**src/rtl/csr_commit_ctr.sv**
```systemverilog
// Per-core 64-bit mcycle/minstret counters fed by the commit stream, with 1-cycle CSR reads
// and machine-mode writes. Define CSR_CMT_PIPE_EN to register the commit beat before the add.
module csr_commit_ctr #(
  parameter int unsigned NUM_THREADS = 4,
  parameter int unsigned CMT_LANES   = 6,
  localparam int unsigned CMT_W      = $clog2(CMT_LANES * NUM_THREADS + 1)
) (
  input  logic             clk,
  input  logic             reset,
  input  logic             cmt_valid,
  input  logic [CMT_W-1:0] cmt_size,
  input  logic             csr_rd_valid,
  input  logic [11:0]      csr_rd_addr,
  output logic [31:0]      csr_rd_data,
  output logic             csr_rd_ack,
  output logic             csr_rd_hit,
  input  logic             csr_wr_valid,
  input  logic [11:0]      csr_wr_addr,
  input  logic [31:0]      csr_wr_data
);

  logic [63:0]      mcycle_q, mcycle_d;
  logic [63:0]      minstret_q, minstret_d;
  logic             beat_valid;
  logic [CMT_W-1:0] beat_size;
  logic             wr_mcycle_lo, wr_mcycle_hi, wr_minstret_lo, wr_minstret_hi;
  logic             wr_minstret;
  logic [31:0]      rd_data_d;
  logic             rd_hit_d;

  assign wr_mcycle_lo   = csr_wr_valid && (csr_wr_addr == 12'hB00);
  assign wr_mcycle_hi   = csr_wr_valid && (csr_wr_addr == 12'hB80);
  assign wr_minstret_lo = csr_wr_valid && (csr_wr_addr == 12'hB02);
  assign wr_minstret_hi = csr_wr_valid && (csr_wr_addr == 12'hB82);
  assign wr_minstret    = wr_minstret_lo || wr_minstret_hi;

`ifdef CSR_CMT_PIPE_EN
  logic             stage_valid_q;
  logic [CMT_W-1:0] stage_size_q;

  assign beat_valid = stage_valid_q;
  assign beat_size  = stage_size_q;

  // A minstret write drops both the beat already staged and the one arriving now.
  always_ff @(posedge clk) begin
    if (reset || wr_minstret) begin
      stage_valid_q <= 1'b0;
      stage_size_q  <= '0;
    end else begin
      stage_valid_q <= cmt_valid;
      stage_size_q  <= cmt_size;
    end
  end
`else
  assign beat_valid = cmt_valid;
  assign beat_size  = cmt_size;
`endif

  // A written counter takes the new half and skips its increment that cycle.
  always_comb begin
    mcycle_d = mcycle_q + 64'd1;
    if (wr_mcycle_lo) begin
      mcycle_d = {mcycle_q[63:32], csr_wr_data};
    end else if (wr_mcycle_hi) begin
      mcycle_d = {csr_wr_data, mcycle_q[31:0]};
    end

    minstret_d = minstret_q;
    if (beat_valid) begin
      minstret_d = minstret_q + {{(64 - CMT_W){1'b0}}, beat_size};
    end
    if (wr_minstret_lo) begin
      minstret_d = {minstret_q[63:32], csr_wr_data};
    end else if (wr_minstret_hi) begin
      minstret_d = {csr_wr_data, minstret_q[31:0]};
    end
  end

  always_comb begin
    rd_hit_d  = 1'b1;
    rd_data_d = '0;
    case (csr_rd_addr)
      12'hB00, 12'hC00: rd_data_d = mcycle_q[31:0];
      12'hB80, 12'hC80: rd_data_d = mcycle_q[63:32];
      12'hB02, 12'hC02: rd_data_d = minstret_q[31:0];
      12'hB82, 12'hC82: rd_data_d = minstret_q[63:32];
      default:          rd_hit_d  = 1'b0;
    endcase
  end

  always_ff @(posedge clk) begin
    if (reset) begin
      mcycle_q    <= '0;
      minstret_q  <= '0;
      csr_rd_data <= '0;
      csr_rd_ack  <= 1'b0;
      csr_rd_hit  <= 1'b0;
    end else begin
      mcycle_q    <= mcycle_d;
      minstret_q  <= minstret_d;
      csr_rd_ack  <= csr_rd_valid;
      csr_rd_hit  <= csr_rd_valid && rd_hit_d;
      csr_rd_data <= csr_rd_valid ? rd_data_d : 32'd0;
    end
  end

endmodule
```
**config.mk**
```make
export PLATFORM = sky130hd
export DESIGN_NAME = csr_commit_ctr
export DESIGN_NICKNAME = d
export VERILOG_FILES = /design/src/rtl/csr_commit_ctr.sv
export SDC_FILE = /design/constraint.sdc
export NUM_CORES = 1
export LEC_CHECK = 0
export BUFFER_PORTS_ARGS = -buffer_cell sky130_fd_sc_hd__clkbuf_2
export CAP_MARGIN = 30
export CORE_MARGIN = 3
export CORE_UTILIZATION = 45
export DETAILED_ROUTE_END_ITERATION = 7
export PLACE_DENSITY_LB_ADDON = 0.12
export SYNTH_ARGS = -nofsm -noshare
export SYNTH_HDL_FRONTEND = slang
export SYNTH_SLANG_ARGS = --single-unit
export TNS_END_PERCENT = 5
```
**constraint.sdc**
```tcl
create_clock -name clk -period 7.2 [get_ports clk]
set_input_delay 0.36 -clock clk [delete_from_list [all_inputs] [get_ports clk]]
set_output_delay 0.36 -clock clk [all_outputs]
set_load 0.02 [all_outputs]
```
==> out/metrics.cfg <==
[route]
ant_nets=0
first_pass_iters=7
drc=0
avgRoutedWirePerCell_um=23.0
drt_iter0_drc=972
vias_per_cell=6.49
vias=9763
wirelength_um=34700

[floorplan]
fp.dieH_um=152
die_area_sq_mm=0.0232
fp-row-count=52
die_w_um=152
start_util_pct=46.6
coreArea_sq_mm=0.0206
io_pins=100

[synth]
syn-num-nets=1234
synth-edff-count=0
yosysMostFrequentCell=dfxtp_1
yosysWarningCount=0
ys_types=77
synth_area_leaders=dfxtp_1 (34%), a211oi_1 (6.0%), nor2_1 (5.4%)
synth.avg_cell_area_sq_um=8.28
synth_common_cells=dfxtp_1 (162), nor2_1 (138), nand2_1 (79), a211oi_1 (77), nand4_1 (52)
ys_ff_latch=162
synth_top_cell_by_area=dfxtp_1
synthCells=1161
syn_area_sq_mm=0.00962
ys_seq_area_share_pct=33.7
yosys.area.top_type_share_pct=33.7
synth_ff_type=dfxtp_1
synth-async-reset-ratio_pct=0

[timing]
maxSlewViolCount=0
hold_viol=0
fmax_mhz=324
holdWs_ps=183
finalWorstPathRequiredPeriod_ps=3090
final.period_utilization_pct=42.9
rsz0062_at_grt=no
slew_headroom_pct=29.8
tns_ps=0
setup_violations=0
skew_ps=7.95
tightestPinTransition_ps=1050

[worst_setup_path]
worstPathMaxFanout=6
required_ps=7550
path_class=reg -> reg
cp_slowest_cell=a211oi_1
worstSetupEndpointType=register
crit_arrival_ps=3430
ff2ff_path_depth=9
r2r_setup_slack_ps=4110
crit_chain=ha_1, inv_1, fa_1, nor2b_1, o211ai_1, a211oi_1, nand4_1, xor2_1, a211oi_1
cp_slowest_stage_delay_ps=910
path_common_cell=a211oi_1
critical-path-top-delay-family=compound AO/OA/AOI/OAI gates
regToRegEndpoint=minstret_q[20]
cp.buffers_inverters=1
rr_startpoint=minstret_q[0]
startpoint_type=register

[cts]
numCtsBuffers=17
cts-root-buf=clkbuf_16
cts_setup_buffers=0
cts_hold_buf=0
cts_tree=done
cts.reportedPaths.clkPinSlew_ps=70
cts_resized=0
cts.sinks=162
cts.htree.levels=4
cts.path.max_buffers=2
insertion_delay_ps=440

[pwr]
p_total_mw=1.95
p_sw_mw=0.510
p_int_mw=1.44
leakage_nw=3.59
p_comb_share_pct=7.5
power_density_mw_per_mm2=179
power_frac_clock_pct=45.6
p_seq_share_pct=46.9
swShare_pct=26.1
ir_worst_vdd_mv=0.176

[placed_design]
place.gp.congestion=0.899
hpwl_um=25100
io_buffers=99

[min_path]
hold_path_end=csr_rd_ack
hp-start=csr_rd_valid
hp-class=in -> reg
min_delay_path_depth=2

[global_route]
antenna_found_initial=0
grt_usage_pct=29.2
grt-ovfl-total=0
grt_max_degree=80
grt_pass1_wl_um=53600
grt_pass1_vias=9007

[layout]
final_util_pct=52.8
insertedDiodeCount=0
fill_cells=2000
drive_gt1_share_pct=16.1
syn_to_final_growth_pct=13.3
fin_nets=1295

[outcome]
status=finished, final reports clean

[flow_run]
cap_viol_max_count=0

==> cells in the final DEF (no fill, tap or decap), drive strengths merged, types with 5 or more instances in the layout <==
cell type,n
nor2,139
xnor2,25
a211oi,77
mux4,14
a21oi,42
nor3,36
nand4,53
nor4,27
xor2,40
and4,24
a311oi,8
mux2i,24
or2,6
and3,22
o21ai,41
o22ai,11
and2,13
clkinvlp,6
or4,11
a221oi,15
buf,20
clkbuf,119
ha,6
inv,15
a22oi,5
or3,13
a31oi,15
dfxtp,162
nor2b,31
nand3,48
nand2,81
nand2b,5
a222oi,8
mux2,11
==> logic make-up (layout without fill, tap and decap cells) <==
logic type,count (synthesis),count (layout),share of synthesized area (%)
buffers and inverters,89,163,3.72
flip-flops,162,162,33.7
AO/OA/AOI/OAI,263,263,19.1
adder cells (fa/ha/maj),7,7,0.989
AND/OR/NAND/NOR,526,526,29.5
XOR/XNOR,65,65,5.92
multiplexers,49,49,7.06
==> cell type report <==
cell class / instances / area, sq um / area share [%]
Sequential cell: 162 / 3240 / 29.8
Inverter: 13 / 48.8 / 0.448
Clock buffer: 21 / 450 / 4.13
Timing Repair Buffer: 118 / 671 / 6.15
Clock inverter: 11 / 106 / 0.976
Tap cell: 270 / 338 / 3.10
Multi-Input combinational cell: 910 / 6040 / 55.4
==> per-stage QoR <==
step           cells  worst slack (ps)  instance area [sq um]
2_1_floorplan   1161              4570                   9620
3_3_place_gp    1470              4030                  10300
6_report        1505              4110                  10900
4_1_cts         1505              4180                  10900
5_1_grt         1505              3870                  10900
3_5_place_dp    1473              4030                  10300
==> routing by layer <==
metal | track usage (%) | share of wire [%] | wire, um
met5 | 0 | 0 | 0
met4 | 12.4 | 4.5 | 1560
met3 | 5.88 | 8.4 | 2920
met2 | 44.2 | 44 | 15200
met1 | 40.6 | 43 | 15000
==> flip-flops by register name, summed over array words and instances, names as in the netlist <==
signal and count:
csr_rd_ack 1, csr_rd_data 32, csr_rd_hit 1, mcycle_q 64, minstret_q 64
==> power groups by stage <==
| stage | registers (mW) | logic, mW | clock network (mW) |
|---|---|---|---|
| after CTS | 0.915 | 0.145 | 0.895 |
| after global routing | 0.916 | 0.157 | 0.932 |
| after detailed placement | 0.936 | 0.144 | 0 |
| after global placement | 0.935 | 0.142 | 0 |
| final | 0.916 | 0.147 | 0.890 |
| after floorplan | 0.931 | 0.0818 | 0 |
==> worst max path at each step <==
| stage | startpoint | endpoint | slack (ps) | depth (start not counted) |
|---|---|---|---|---|
| floorplan | cmt_size[0] | minstret_q[58] | 4570 | 10 |
| global placement | csr_wr_addr[7] | minstret_q[17] | 4030 | 8 |
| detailed placement | csr_wr_addr[5] | mcycle_q[29] | 4030 | 7 |
| CTS | minstret_q[0] | minstret_q[20] | 4180 | 9 |
| global route | minstret_q[0] | minstret_q[20] | 3870 | 9 |
| finish | minstret_q[0] | minstret_q[20] | 4110 | 9 |
No activity file was read; power rests on OpenSTA's default activity.
